$ cat config.mk
export PLATFORM = sky130hd
export DESIGN_NAME = alu_issue_16bit_flat
export DESIGN_NICKNAME = d
export VERILOG_FILES = /design/src/rtl/alu_issue_16bit_if.sv /design/src/rtl/alu_issue_16bit.sv /design/src/flat_wrapper.sv
export SDC_FILE = /design/constraint.sdc
export NUM_CORES = 1
export LEC_CHECK = 0
export CORE_ASPECT_RATIO = 0.6
export CORE_UTILIZATION = 50
export DETAILED_ROUTE_END_ITERATION = 10
export PLACE_DENSITY = 0.79
export SLEW_MARGIN = 20
export SYNTH_ARGS = -nofsm -noshare
export SYNTH_HDL_FRONTEND = slang
export SYNTH_SLANG_ARGS = --single-unit
$ cat constraint.sdc
create_clock -name clk -period 10.4 [get_ports clk]
set_clock_uncertainty 0.2 [all_clocks]
set_input_delay 1.56 -clock clk [delete_from_list [all_inputs] [get_ports clk]]
set_output_delay 1.56 -clock clk [all_outputs]
set_load 0.02 [all_outputs]
$ cat src/rtl/alu_issue_16bit_if.sv
// Issue-side, ALU-side, writeback and debug signals of alu_issue_16bit.
// slave is the issue unit; master is whoever offers instructions and hosts the ALU.
interface alu_issue_16bit_if #(
  parameter int DATA_W = 16
);
  logic              in_valid;
  logic              in_ready;
  logic [2:0]        in_op;
  logic [2:0]        in_rd;
  logic [2:0]        in_rs1;
  logic [2:0]        in_rs2;
  logic              in_imm_en;
  logic [DATA_W-1:0] in_imm;
  logic [DATA_W-1:0] alu_a;
  logic [DATA_W-1:0] alu_b;
  logic [2:0]        alu_op;
  logic [DATA_W-1:0] alu_out;
  logic              alu_zerof;
  logic              wb_valid;
  logic [2:0]        wb_rd;
  logic [DATA_W-1:0] wb_data;
  logic              zero_flag;
  logic [2:0]        dbg_addr;
  logic [DATA_W-1:0] dbg_data;

  modport master (
    output in_valid, in_op, in_rd, in_rs1, in_rs2, in_imm_en, in_imm,
    input  in_ready,
    input  alu_a, alu_b, alu_op,
    output alu_out, alu_zerof,
    input  wb_valid, wb_rd, wb_data, zero_flag,
    output dbg_addr,
    input  dbg_data
  );

  modport slave (
    input  in_valid, in_op, in_rd, in_rs1, in_rs2, in_imm_en, in_imm,
    output in_ready,
    output alu_a, alu_b, alu_op,
    input  alu_out, alu_zerof,
    output wb_valid, wb_rd, wb_data, zero_flag,
    input  dbg_addr,
    output dbg_data
  );
endinterface

$ cat src/rtl/alu_issue_16bit.sv
// Two-stage issue/execute front end for an external combinational ALU with a small register file.
// Optional macro ALU_ISSUE_FORWARD_EN: bypass alu_out to dependent issues instead of stalling one cycle.
module alu_issue_16bit #(
  parameter int DATA_W = 16,
  parameter int NREGS  = 8
) (
  input logic              clk,
  input logic              reset,
  alu_issue_16bit_if.slave bus
);
  localparam int RIDX_W = 3;

  logic [DATA_W-1:0] rf_q [NREGS];
  logic [DATA_W-1:0] rf_d [NREGS];
  logic              ex_valid_q, ex_valid_d;
  logic [2:0]        ex_op_q, ex_op_d;
  logic [RIDX_W-1:0] ex_rd_q, ex_rd_d;
  logic [DATA_W-1:0] ex_a_q, ex_a_d;
  logic [DATA_W-1:0] ex_b_q, ex_b_d;
  logic              wb_valid_q, wb_valid_d;
  logic [RIDX_W-1:0] wb_rd_q, wb_rd_d;
  logic [DATA_W-1:0] wb_data_q, wb_data_d;
  logic              zero_flag_q, zero_flag_d;
  logic              wr_en;
  logic              hazard;
  logic              accept;

`ifdef ALU_ISSUE_FORWARD_EN
  assign hazard = 1'b0;
`else
  assign hazard = ex_valid_q && (ex_rd_q != '0) &&
                  ((ex_rd_q == bus.in_rs1) || (!bus.in_imm_en && (ex_rd_q == bus.in_rs2)));
`endif

  assign bus.in_ready = !reset && !hazard;

  always_comb begin
    // rf_d is the post-writeback file, so issue reads see the completing result
    rf_d  = rf_q;
    wr_en = ex_valid_q && (ex_rd_q != '0);
    if (wr_en) rf_d[ex_rd_q] = bus.alu_out;

    accept     = bus.in_valid && bus.in_ready;
    ex_valid_d = accept;
    ex_op_d    = ex_op_q;
    ex_rd_d    = ex_rd_q;
    ex_a_d     = ex_a_q;
    ex_b_d     = ex_b_q;
    if (accept) begin
      ex_op_d = bus.in_op;
      ex_rd_d = bus.in_rd;
      ex_a_d  = rf_d[bus.in_rs1];
      ex_b_d  = bus.in_imm_en ? bus.in_imm : rf_d[bus.in_rs2];
    end

    wb_valid_d  = ex_valid_q;
    wb_rd_d     = wb_rd_q;
    wb_data_d   = wb_data_q;
    zero_flag_d = zero_flag_q;
    if (ex_valid_q) begin
      wb_rd_d     = ex_rd_q;
      wb_data_d   = bus.alu_out;
      zero_flag_d = bus.alu_zerof;
    end
  end

  // issue -> execute -> writeback stage registers
  always_ff @(posedge clk or posedge reset) begin
    if (reset) begin
      for (int i = 0; i < NREGS; i++) rf_q[i] <= '0;
      ex_valid_q  <= 1'b0;
      ex_op_q     <= '0;
      ex_rd_q     <= '0;
      ex_a_q      <= '0;
      ex_b_q      <= '0;
      wb_valid_q  <= 1'b0;
      wb_rd_q     <= '0;
      wb_data_q   <= '0;
      zero_flag_q <= 1'b0;
    end else begin
      rf_q        <= rf_d;
      ex_valid_q  <= ex_valid_d;
      ex_op_q     <= ex_op_d;
      ex_rd_q     <= ex_rd_d;
      ex_a_q      <= ex_a_d;
      ex_b_q      <= ex_b_d;
      wb_valid_q  <= wb_valid_d;
      wb_rd_q     <= wb_rd_d;
      wb_data_q   <= wb_data_d;
      zero_flag_q <= zero_flag_d;
    end
  end

  assign bus.alu_a     = ex_a_q;
  assign bus.alu_b     = ex_b_q;
  assign bus.alu_op    = ex_op_q;
  assign bus.wb_valid  = wb_valid_q;
  assign bus.wb_rd     = wb_rd_q;
  assign bus.wb_data   = wb_data_q;
  assign bus.zero_flag = zero_flag_q;
  assign bus.dbg_data  = rf_q[bus.dbg_addr];
endmodule
$ cat src/flat_wrapper.sv
// flat-port wrapper written by rule: the top's interface ports become plain ports
module alu_issue_16bit_flat 
#(
  parameter int DATA_W = 16,
  parameter int NREGS  = 8
)
  (clk, reset, bus_in_valid, bus_in_op, bus_in_rd, bus_in_rs1, bus_in_rs2, bus_in_imm_en, bus_in_imm, bus_in_ready, bus_alu_a, bus_alu_b, bus_alu_op, bus_alu_out, bus_alu_zerof, bus_wb_valid, bus_wb_rd, bus_wb_data, bus_zero_flag, bus_dbg_addr, bus_dbg_data);
  alu_issue_16bit_if #(.DATA_W(DATA_W)) bus_i ();
  input logic clk;
  input logic reset;
  input wire logic [$bits(bus_i.in_valid)-1:0] bus_in_valid;
  input wire logic [$bits(bus_i.in_op)-1:0] bus_in_op;
  input wire logic [$bits(bus_i.in_rd)-1:0] bus_in_rd;
  input wire logic [$bits(bus_i.in_rs1)-1:0] bus_in_rs1;
  input wire logic [$bits(bus_i.in_rs2)-1:0] bus_in_rs2;
  input wire logic [$bits(bus_i.in_imm_en)-1:0] bus_in_imm_en;
  input wire logic [$bits(bus_i.in_imm)-1:0] bus_in_imm;
  output wire logic [$bits(bus_i.in_ready)-1:0] bus_in_ready;
  output wire logic [$bits(bus_i.alu_a)-1:0] bus_alu_a;
  output wire logic [$bits(bus_i.alu_b)-1:0] bus_alu_b;
  output wire logic [$bits(bus_i.alu_op)-1:0] bus_alu_op;
  input wire logic [$bits(bus_i.alu_out)-1:0] bus_alu_out;
  input wire logic [$bits(bus_i.alu_zerof)-1:0] bus_alu_zerof;
  output wire logic [$bits(bus_i.wb_valid)-1:0] bus_wb_valid;
  output wire logic [$bits(bus_i.wb_rd)-1:0] bus_wb_rd;
  output wire logic [$bits(bus_i.wb_data)-1:0] bus_wb_data;
  output wire logic [$bits(bus_i.zero_flag)-1:0] bus_zero_flag;
  input wire logic [$bits(bus_i.dbg_addr)-1:0] bus_dbg_addr;
  output wire logic [$bits(bus_i.dbg_data)-1:0] bus_dbg_data;
  assign bus_i.in_valid = bus_in_valid;
  assign bus_i.in_op = bus_in_op;
  assign bus_i.in_rd = bus_in_rd;
  assign bus_i.in_rs1 = bus_in_rs1;
  assign bus_i.in_rs2 = bus_in_rs2;
  assign bus_i.in_imm_en = bus_in_imm_en;
  assign bus_i.in_imm = bus_in_imm;
  assign bus_in_ready = bus_i.in_ready;
  assign bus_alu_a = bus_i.alu_a;
  assign bus_alu_b = bus_i.alu_b;
  assign bus_alu_op = bus_i.alu_op;
  assign bus_i.alu_out = bus_alu_out;
  assign bus_i.alu_zerof = bus_alu_zerof;
  assign bus_wb_valid = bus_i.wb_valid;
  assign bus_wb_rd = bus_i.wb_rd;
  assign bus_wb_data = bus_i.wb_data;
  assign bus_zero_flag = bus_i.zero_flag;
  assign bus_i.dbg_addr = bus_dbg_addr;
  assign bus_dbg_data = bus_i.dbg_data;
  alu_issue_16bit #(.DATA_W(DATA_W), .NREGS(NREGS)) u_core (.clk(clk), .reset(reset), .bus(bus_i));
endmodule
* Word-level counts from Yosys, hierarchy flattened
Index checks and enable logic that the tools add are counted.
** Word-level totals
- Register bits :: 188
- Input bits :: 52
- Output and inout bits :: 73
- Logic and storage cells :: 53
** Operators by class
- $lt $le $gt $ge :: 5
- Eq/ne operators :: 2
- Mux-type cells :: 14
- Bitwise operators :: 4
- Reductions and logical operators :: 11
** Operator list (number)
- $bmux 16 s3 :: 3
- $bwmux 128 :: 1
- $mux 128 :: 1
- $mux 16 :: 8
- $demux 16 s3 :: 1
- $ge 4x4->1 const B :: 4
- $not 3->4 :: 4
- $eq 3x3->1 :: 2
- $logic_and 1x1->1 :: 6
- $lt 4x1->1 const B :: 1
- $logic_not 1->1 :: 3
- $reduce_bool 3->1 :: 1
- $logic_or 1x1->1 :: 1

* Logic depth before layout (Yosys ltp)
Gate-level depths: netlist of the first run.
- Depth after elaboration :: 11
- Depth in mapped cells :: 9

* Worst setup path after synthesis of the first run
Ideal clock, no wire load.
- Kind :: input to output
- Start point :: input reset
- End point :: output bus_in_ready
- Arrival time :: 6.029 ns
- Setup slack :: 2.611 ns
- Cell stages on the path :: 2
- Path through :: inv_1 -> and2_1
** On the way
- Word-level cells in the longest chain between the ends :: 2
** Ends and longest elaborated chain
- from (decl) :: RTL line flat_wrapper.sv:10 : input logic reset;
- $logic_not 1->1 :: RTL line alu_issue_16bit.sv:35 : assign bus.in_ready = !reset && !hazard;
- $logic_and 1x1->1 :: RTL line alu_issue_16bit.sv:35
- to (decl) :: RTL line flat_wrapper.sv:18 : output wire logic [$bits(bus_i.in_ready)-1:0] bus_in_ready;
No other way between the ends.

* Worst setup path in the final report of the first run
- Start point :: input bus_in_rs2[1]
- End point :: output bus_in_ready
** On the way
- Word-level cells in the longest chain between the ends :: 6
** Ends and longest elaborated chain
- from (decl) :: RTL line flat_wrapper.sv:15 : input wire logic [$bits(bus_i.in_rs2)-1:0] bus_in_rs2;
- $eq 3x3->1 :: RTL line alu_issue_16bit.sv:32 : ((ex_rd_q == bus.in_rs1) || (!bus.in_imm_en && (ex_rd_q == bus.in_rs2)));
- $logic_and 1x1->1 :: RTL line alu_issue_16bit.sv:32
- $logic_or 1x1->1 :: RTL line alu_issue_16bit.sv:32
- $logic_and 1x1->1 :: RTL line alu_issue_16bit.sv:31 : assign hazard = ex_valid_q && (ex_rd_q != '0) &&
- $logic_not 1->1 :: RTL line alu_issue_16bit.sv:35
- $logic_and 1x1->1 :: RTL line alu_issue_16bit.sv:35
No other way between the ends.

==> results of run 1 <==
-- final cells by class --
| cell class | instances | area share (%) |
|---|---|---|
| clock buffers | 18 | 3.557 |
| clock inverters | 14 | 1.805 |
| inverters | 50 | 1.618 |
| multi-input cells | 596 | 40.08 |
| flip-flops and latches | 188 | 39.00 |
| well taps | 266 | 2.759 |
| repair buffers | 139 | 11.18 |
-- layout by cell type, fill, tap and decap left out, types with 3 or more instances in the layout --
cell type	n
dfrtp_1	188
clkdlybuf4s50_1	123
mux2_2	104
nand2_1	68
mux2i_1	47
nor2_1	44
inv_1	42
a21oi_1	41
o21ai_0	34
mux4_2	32
a22oi_1	30
nor3_1	28
o22ai_1	25
clkbuf_16	17
buf_4	15
a211oi_1	12
o21ai_1	11
nand3_1	11
a22o_1	10
a221oi_1	9
nand4_1	9
o211ai_1	7
inv_2	6
nor4_1	6
xor2_1	5
nor2b_1	5
a31oi_1	5
a221o_1	5
bufinv_16	5
mux2_1	4
mux2_4	4
and2_1	4
or2_2	3
o211a_1	3
o221ai_1	3
clkinvlp_4	3
clkinv_4	3
-- routing by layer --
metal  up-vias  routed length (um)
li1       3506                   -
met1      4044               13760
met2       699               12960
met3        87                4628
met4         0                 753
met5         -                   0
-- state kept, by name, indices dropped and copies added (netlist names) --
| register | flops |
|---|---|
| u_core.bus.alu_a | 16 |
| u_core.bus.alu_b | 16 |
| u_core.bus.alu_op | 3 |
| u_core.bus.wb_data | 16 |
| u_core.bus.wb_rd | 3 |
| u_core.bus.wb_valid | 1 |
| u_core.bus.zero_flag | 1 |
| u_core.ex_rd_q | 3 |
| u_core.ex_valid_q | 1 |
| u_core.rf_q | 128 |
-- synth_stat cells (all sizes together) --
cell      n  share of area (%)
a211oi   12               0.89
a21boi    1              0.074
a21o      2               0.15
a21oi    41                2.0
a221o     5               0.49
a221oi    9               0.78
a22o     10               0.86
a22oi    30                2.2
a31oi     5               0.31
a32oi     1              0.086
and2      5               0.31
and3      1              0.062
and3b     1              0.086
and4b     1              0.099
and4bb    2               0.25
buf      29                1.7
clkbuf   68                2.5
clkinv    1              0.037
dfrtp   188                 46
inv      49                1.8
mux2    112                 13
mux2i    47                4.6
mux4     32                7.1
nand2    69                2.6
nand2b    2               0.12
nand3    11               0.54
nand4    10               0.77
nand4b    3               0.62
nor2     46                1.7
nor2b     5               0.31
nor3     28                1.4
nor4      6               0.37
nor4b     1              0.086
nor4bb    1              0.099
o211a     3               0.30
o211ai    7               0.52
o21ai    45                2.2
o221ai    3               0.26
o22ai    25                1.5
o31a      2               0.17
or2       4               0.25
or3       2               0.12
xnor2     1              0.086
xor2      5               0.43
-- stage by stage --
step	hold slack (ps)	cells	instance area, um^2	util (%)	setup slack [ps]
after floorplan	218.3	931	10140	-	2611
after CTS	228.9	1271	12060	62.12	4644
after global routing	242.3	1271	12060	62.12	4483
after global placement	213.1	1239	11420	58.79	4692
after detailed placement	214.4	1239	11420	58.79	4657
final	231.2	1271	12060	62.12	4558
-- report_power, final --
group	total, mW	leakage [nW]	switching, mW	internal (mW)
Clock	0.726	0.306	0.298	0.428
Combinational	0.998	2.64	0.515	0.483
Sequential	1.15	2.27	0.172	0.974
Total	2.87	5.22	0.985	1.88
-- kinds of logic (layout without fill, tap and decap cells) --
kind of cell / count (synthesis) / after routing / share of synthesized area, %
AOI/OAI and AO/OA: 201 / 201 / 12.90
buffers and inverters: 147 / 221 / 6.060
xor gates and xnor gates: 6 / 6 / 0.5184
DFF: 188 / 188 / 46.41
muxes: 191 / 191 / 24.34
and+or+nand+nor: 198 / 198 / 9.775
-- final timing paths --
| kind | start | end | slack (ps) | cells after the start |
|---|---|---|---|---|
| min in group asynchronous | reset | u_core.bus.wb_rd[0] | 1460 | 2 |
| max | bus_in_rs2[1] | bus_in_ready | 4560 | 6 |
| min | u_core.rf_q[127] | u_core.rf_q[127] | 230 | 0 |
| max in group asynchronous | reset | u_core.rf_q[79] | 6930 | 3 |
| max reg2reg | u_core.ex_valid_q | u_core.bus.alu_b[3] | 6790 | 6 |
| min reg2reg | u_core.rf_q[127] | u_core.rf_q[127] | 230 | 0 |
==> metrics.txt, run 1 <==
status=finished, violations left; failing checks=design-rule violations; FF/Latch Area=0.004705 mm^2; TritonCTS clock tree=built; relative slew slack=21.90%; routed length per instance=25.26 um; LEAKAGE=5.222 nW; number of vias per cell=6.559; Worst EP required=8640 ps; Area Overhead vs Synth=19.01%; endpoint type of the worst setup path=output port; Worst Hold Class=reg2reg; RSZ-0062 raised after global routing=no; Final period util=56.17%; Buf+Inv Stages, Crit Path=2; Slew Viols, Final=0; total CTS buffers=17; max-capacitance violation count=0; yosys warns=0; Port Buffers=124; Top delay family on crit path=buffers and inverters; CP most frequent cell=clkdlybuf4s50_1; first-pass GRT wire length=49150 um; ANT cells=0; fin nets=1044; row count=39; clk buf depth=2; chip width=185.8 um; slowest stage delay, CP=900 ps; GRT Max-Usage Layer=met1; Worst VDD drop=0.1906 mV; router iterations before antenna repair=9; initial antenna violation count=0; largest net degree at the start of global routing=114; post-CTS sizing=0; Total Wirelength=32100 um; vias in the first global route=8254; Clock Pin Slew Worst Setup and Hold Paths=70 ps; Setup Total Neg Slack=0 ps; met2 Usage GRT=43.68%; Syn Inst Count=931; met1 usage=46.82%; Total GRT Usage=32.09%; Cell Pwr Density=237.8 mW/mm^2; crit path DAT=4080 ps; GR Util met3=11.84%; register area share after synthesis=46.41%; crit path max fanout=22; Clock Sinks=188; Synth Area per Inst=10.89 um^2; synthesis-stage register bit count=188; mapped cell area=0.01014 mm^2; Final Hold Vio Count=0; Post-CTS Setup Inserts=0; Vert. Die Dim=112.3 um; Antenna Nets Post-Route=0; CTS Root Cell=clkbuf_16; Critical Path Source Type=primary input; layout cell share with drive strength beyond 1=20.40%; DRC Markers=1; final setup fails=0; Final GP Congestion=0.9200; drt initial violations=1098; crit path kind=in2out; CTS HTree Levels=4; min Tclk post-route=5842 ps; die area=0.02087 mm^2; measured slew at the worst slew-check pin=1168 ps; starting density of the core=52.20%; worst skew pair latency=450 ps; Post-CTS Hold Fix Bufs=0; area of the multi-input gates=0.004836 mm^2; fmax=171.2 MHz; grt ovf=0; HPWL Detailed=20330 um; Post-Syn Nets=983; library cells used by synthesis=57; fillers=1558; crit-path cells=clkdlybuf4s50_1, xnor2_1, nor4b_1, o21ai_1, and2_1, clkdlybuf4s50_1; # IOs=125; total core area=0.01942 mm^2; Via Count=8336; Pwr Total=2.869 mW; slowest stage cell, crit path=clkdlybuf4s50_1
No activity file was read; power rests on OpenSTA's default activity.
==> inputs of run 2 (changes only) <==
==> constraint.sdc (replaced) <==
create_clock -name clk -period 5.79 [get_ports clk]
set_clock_uncertainty 0.2 [all_clocks]
set_input_delay 0.8685 -clock clk [delete_from_list [all_inputs] [get_ports clk]]
set_output_delay 0.8685 -clock clk [all_outputs]
set_load 0.02 [all_outputs]
==> run 2 against run 1 <==
The run now ends clean. Total power is 75% higher. Setup slack worse by 3100 ps. Flip-flop and latch count stayed put. Clock-buffer cell count is 1 higher. Highest routed layer unchanged. Cell count is 0.47% higher. Register-to-register slack worse by 4700 ps. Non-clock buffer count is 7 higher. Wire length is 0.75% higher. Clock power is 58% higher. Largest cell class unchanged. First-iteration DRC count is 17% higher. Critical path depth is 1 lower.
==> metrics.txt, run 2 (synthesis gave the netlist of run 1 again) <==
Vert. Die Dim=112.3 um (unchanged); CTS Root Cell=clkbuf_16; worst skew pair latency=440 ps (about the same); vias in the first global route=8345 (+1.1%); Critical Path Source Type=primary input; CP most frequent cell=clkdlybuf4s50_1; Post-CTS Setup Inserts=0 (unchanged); Slew Viols, Final=0 (unchanged); Post-CTS Hold Fix Bufs=0 (unchanged); Clock Pin Slew Worst Setup and Hold Paths=70 ps (about the same); Via Count=8432 (+1.2%); Antenna Nets Post-Route=0 (unchanged); top routing layer in use=met4; status=finished, final reports clean; largest register by flop count=u_core.rf_q; largest net degree at the start of global routing=79 (-31%); metal3 WL=4964 um (+7.3%); chip width=185.8 um (unchanged); Pwr Total=5.017 mW (+75%); metal2 WL=13130 um (+1.3%); max-capacitance violation count=0 (unchanged); Setup Total Neg Slack=0 ps (unchanged); Final period util=75.53%; starting density of the core=52.20% (unchanged); capturing point of the worst reg2reg path=u_core.bus.alu_b[3]; crit-path cells=clkdlybuf4s50_1, buf_4, mux4_2, mux2_2, clkdlybuf4s50_1; Cell Pwr Density=416.6 mW/mm^2 (+75%); HPWL Detailed=21140 um (+4.0%); initial antenna violation count=0 (unchanged); crit path DAT=3300 ps (-780 ps); Port Buffers=124 (unchanged); commonest non-fill, non-tap cell in the layout=dfrtp_1; RR Startpoint=u_core.ex_valid_q; Hold Startpoint=u_core.rf_q[126]; drt initial violations=1284 (+17%); routed length per instance=25.33 um (+0.28%); TritonCTS clock tree=built; layout cell share with drive strength beyond 1=21.07% (+0.67 points); Total GRT Usage=31.98% (-0.11 points); grt ovf=0 (unchanged); row count=39 (unchanged); Final GP Congestion=0.9803 (+6.6%); Clock Sinks=188 (unchanged); DP Cell Count=1245 (+0.48%); min Tclk post-route=4373 ps; total CTS buffers=17 (unchanged); first-pass GRT wire length=49350 um (+0.41%); number of vias per cell=6.603 (+0.68%); total core area=0.01942 mm^2 (unchanged); DRC Markers=0 (-1); measured slew at the worst slew-check pin=1004 ps (-164.2 ps); post-layout instance count excluding filler cells=1277 (+0.47%); Worst EP required=4720 ps (-3920 ps); hold path endpoint=u_core.rf_q[126]; fmax=228.7 MHz; relative slew slack=33.09% (+11 points); CTS HTree Levels=4 (unchanged); R2R Setup Slk=2090 ps (-4700 ps); slowest stage cell, crit path=clkdlybuf4s50_1; Area Overhead vs Synth=18.79%; Min-Delay Path Depth=0 (unchanged); Core Util, Final=62.00% (-0.12 points); Worst Hold Class=reg2reg; endpoint type of the worst setup path=output port; post-CTS sizing=0 (unchanged); LEAKAGE=5.219 nW (about the same); crit path kind=in2out; fillers=1572 (+0.90%); most frequent cells in the layout=188 x dfrtp_1, 122 x clkdlybuf4s50_1, 104 x mux2_2; WL met1=13440 um (-2.3%); Register-to-Register Path Depth=7 (+1); router iterations before antenna repair=6 (-3); ANT cells=0 (unchanged); die area=0.02087 mm^2 (unchanged); Total Wirelength=32340 um (+0.75%); crit path max fanout=13 (-41%); clk buf depth=2 (unchanged); slowest stage delay, CP=890 ps (about the same); RSZ-0062 raised after global routing=no; fin nets=1051 (+0.67%); Worst VDD drop=0.2596 mV (+36%); # IOs=125 (unchanged); max FFs per register=128 (unchanged); Final Hold Vio Count=0 (unchanged); final setup fails=0 (unchanged)
run 2: changes by cell type in the layout (fill, tap and decap cells not counted), sizes merged:
cell	change
buf	+8
bufinv	-4
inv	+2
clkbuf	+1
clkdlybuf4s50	-1
clkinv	-1
clkinvlp	+1
run 2: how the worst max path moves through the flow:
stage | slack (ps) | startpoint | endpoint | depth (start not counted)
floorplan | 560 | reset | bus_in_ready | 2
global placement | 1500 | bus_dbg_addr[0] | bus_dbg_data[3] | 5
detailed placement | 1430 | bus_dbg_addr[0] | bus_dbg_data[13] | 5
CTS | 1420 | bus_dbg_addr[0] | bus_dbg_data[13] | 5
global route | 1330 | bus_dbg_addr[0] | bus_dbg_data[8] | 5
finish | 1420 | bus_dbg_addr[1] | bus_dbg_data[15] | 5
run 2: final cells by class:
cell class	count	area (um^2)	share of cell area, %
Sequential cell	188	4705	39.07
Inverter	50	191.4	1.590
Clock inverter	12	115.1	0.9559
Timing Repair Buffer	146	1416	11.76
Multi-Input combinational cell	596	4838	40.18
Tap cell	266	332.8	2.764
Clock buffer	19	442.9	3.678
run 2: power breakdown:
group	total, mW	switching (mW)	internal (mW)
Clock	1.15	0.543	0.608
Combinational	1.79	0.922	0.870
Sequential	2.07	0.324	1.75
run 2: critical path, delay by kind of cell:
family   cells  cell delay, ps
buf+inv      3            1790
mux          2             640
run 2: metal layers:
metal  vias up  track usage (%)
met5         -                0
met4         0            11.04
met3        84            12.82
met2       722            42.79
met1      4119            46.57
li1       3507                -
run 2: metrics by stage:
step | setup slack [ps] | hold slack, ps | cell area, um^2
3_5_place_dp | 1428 | 206.2 | 11460
4_1_cts | 1422 | 219.4 | 12020
2_1_floorplan | 564.5 | 218.3 | 10140
3_3_place_gp | 1504 | 207.3 | 11460
5_1_grt | 1329 | 244.2 | 12040
6_report | 1417 | 226.3 | 12040
==> inputs of run 3 (changes only) <==
--- a/config.mk
+++ b/config.mk
@@ -8,7 +8,7 @@
 export CORE_ASPECT_RATIO = 0.6
 export CORE_UTILIZATION = 50
 export DETAILED_ROUTE_END_ITERATION = 10
-export PLACE_DENSITY = 0.79
+export PLACE_DENSITY = 0.82
 export SLEW_MARGIN = 20
 export SYNTH_ARGS = -nofsm -noshare
 export SYNTH_HDL_FRONTEND = slang
==> constraint.sdc (replaced) <==
create_clock -name clk -period 3.7 [get_ports clk]
set_clock_uncertainty 0.2 [all_clocks]
set_input_delay 0.555 -clock clk [delete_from_list [all_inputs] [get_ports clk]]
set_output_delay 0.555 -clock clk [all_outputs]
set_load 0.02 [all_outputs]
==> run 3 against run 2 <==
Wire length decreased by 0.80%. Via count increased by 0.71%. Flip-flop and latch count unchanged. Total power increased by 60%. Clock-buffer cell count decreased by 2. Clock power increased by 72%. Setup slack got worse by 1100 ps. Sequential power increased by 57%. Die area unchanged. Cell area increased by 1.9%. Core utilization increased by 1.2 points. Largest cell class unchanged.
==> metrics.txt, run 3 (synthesis gave the netlist of run 1 again) <==
total core area=0.01942 mm^2 (unchanged); total CTS buffers=17 (unchanged); FF/Latch Area=0.004705 mm^2 (unchanged); Critical Path Source Type=register; CTS HTree Levels=4 (unchanged); clock power share=24.7% (+1.8 points); Total GRT Usage=31.95% (about the same); vias in the first global route=8362 (+0.20%); fin nets=1071 (+1.9%); commonest non-fill, non-tap cell in the layout=dfrtp_1; Antenna Nets Post-Route=0 (unchanged); router iterations before antenna repair=6 (unchanged); # IOs=125 (unchanged); Cell Pwr Density=652.6 mW/mm^2 (+57%); crit-path cells=xor2_1, nor4b_1, o21ai_1, and2_1, clkdlybuf4s50_1; Hold WS=239.3 ps (+12.96 ps); post-layout instance count excluding filler cells=1298 (+1.6%); Clock Sinks=188 (unchanged); ANT cells=0 (unchanged); largest register by flop count=u_core.rf_q; worst skew pair latency=440 ps (about the same); Post-CTS Setup Inserts=0 (unchanged); relative slew slack=31.36% (-1.7 points); Reg power frac=40.5% (-0.8 points); RSZ-0062 raised after global routing=no; Worst Hold Class=reg2reg; Area Overhead vs Synth=21.09%; most frequent cells in the layout=188 x dfrtp_1, 123 x clkdlybuf4s50_1, 104 x mux2_2; row count=39 (unchanged); clk buf depth=2 (unchanged); TritonCTS clock tree=built; crit path DAT=2650 ps (-650 ps); Via Count=8492 (+0.71%); RR Startpoint=u_core.ex_rd_q[2]; layout cell share with drive strength beyond 1=22.48% (+1.4 points); number of vias per cell=6.542 (-0.92%); Critical path origin=u_core.ex_rd_q[2]; LEAKAGE=5.349 nW (+2.5%); Final period util=92.04%; Clock Pin Slew Worst Setup and Hold Paths=80 ps (about the same); crit path max fanout=15 (+2); grt ovf=0 (unchanged); Hold Startpoint=u_core.rf_q[119]; Worst VDD drop=0.3967 mV (+53%); switch share=35.02% (-0.65 points); Total Wirelength=32080 um (-0.80%); starting density of the core=52.20% (unchanged); Worst EP required=2940 ps (-1780 ps); status=finished, final reports clean; die area=0.02087 mm^2 (unchanged); final setup fails=0 (unchanged); final worst slack=294.6 ps (-1122 ps); crit path kind=reg2out; Int Pwr=5.205 mW (+61%); Port Buffers=124 (unchanged); area of the multi-input gates=0.004833 mm^2 (-0.10%); measured slew at the worst slew-check pin=1030 ps (+25.95 ps); routed length per instance=24.72 um (-2.4%); DP Cell Count=1266 (+1.7%); slowest stage delay, CP=790 ps (-100 ps); DRC Markers=0 (unchanged); Setup Total Neg Slack=0 ps (unchanged); initial antenna violation count=1 (+1); fillers=1516 (-3.6%); Final Hold Vio Count=0 (unchanged); endpoint type of the worst setup path=output port; drt initial violations=1219 (-5.1%); Final GP Congestion=0.9450 (-3.6%); Post-CTS Hold Fix Bufs=0 (unchanged); HPWL Detailed=21310 um (+0.76%); slowest stage cell, crit path=dfrtp_1; fmax=293.7 MHz; first-pass GRT wire length=49260 um (-0.18%); largest net degree at the start of global routing=189 (+140%); Switch Pwr=2.806 mW (+57%); Slew Viols, Final=0 (unchanged); min Tclk post-route=3405 ps; max-capacitance violation count=0 (unchanged); combinational share of power=34.7% (-1.0 points); Vert. Die Dim=112.3 um (unchanged); CTS Root Cell=clkbuf_16; chip width=185.8 um (unchanged); post-CTS sizing=0 (unchanged); pre-CTS setup slack=312.2 ps (-1116 ps); max FFs per register=128 (unchanged)
run 3: cell types whose count changed in the layout (fill, tap and decap cells not counted), sizes merged:
cell / change
clkbuf: -2
clkinv: -4
inv: +5
bufinv: +2
buf: +19
clkdlybuf4s50: +1
run 3: layout make-up:
type / count / share of cell area, %
Clock inverter: 15 / 1.621
Sequential cell: 188 / 38.32
Tap cell: 266 / 2.711
Timing Repair Buffer: 166 / 12.94
Multi-Input combinational cell: 596 / 39.37
Inverter: 50 / 1.559
Clock buffer: 17 / 3.466
run 3: power groups by stage:
stage | clock (mW) | sequential [mW] | combinational, mW
2_1_floorplan | 0 | 3.22 | 1.70
3_3_place_gp | 0 | 3.23 | 2.66
3_5_place_dp | 0 | 3.24 | 2.73
4_1_cts | 1.99 | 3.22 | 2.75
5_1_grt | 2.08 | 3.31 | 2.98
6_report | 1.98 | 3.25 | 2.78
run 3: path summary, 6_finish.rpt:
kind	endpoint	slack, ps	cells after the start
worst max register to register	u_core.bus.alu_b[11]	440	5
worst min-delay path	u_core.rf_q[119]	240	0
worst max-delay path	bus_in_ready	290	5
worst min register to register	u_core.rf_q[119]	240	0
min in group asynchronous	u_core.bus.wb_data[3]	610	3
max in group asynchronous	u_core.bus.alu_b[11]	1930	3
run 3: per-stage QoR:
step	total power, mW	instance area, um^2	util [%]
floorplan	4.923	10140	-
global placement	5.887	11650	59.99
detailed placement	5.973	11650	59.99
CTS	7.956	12280	63.21
global route	8.364	12280	63.21
finish	8.011	12280	63.21
run 3: worst max-delay path, delay by kind of cell (launching register included):
kind,cells,cell delay (ps)
xor+xnor,1,160
buf+inv,1,530
flops,1,790
simple gates,2,550
compound gates,1,190
run 3: routing by layer:
layer / part of all wire [%] / track usage, % / wire length (um) / vias to the layer above
met3: 16 / 12.39 / 5195 / 89
met5: 0.041 / 0 / 13 / -
li1: - / - / - / 3564
met2: 40 / 42.84 / 12860 / 720
met4: 2.8 / 11.48 / 889 / 2
met1: 41 / 46.62 / 13120 / 4117
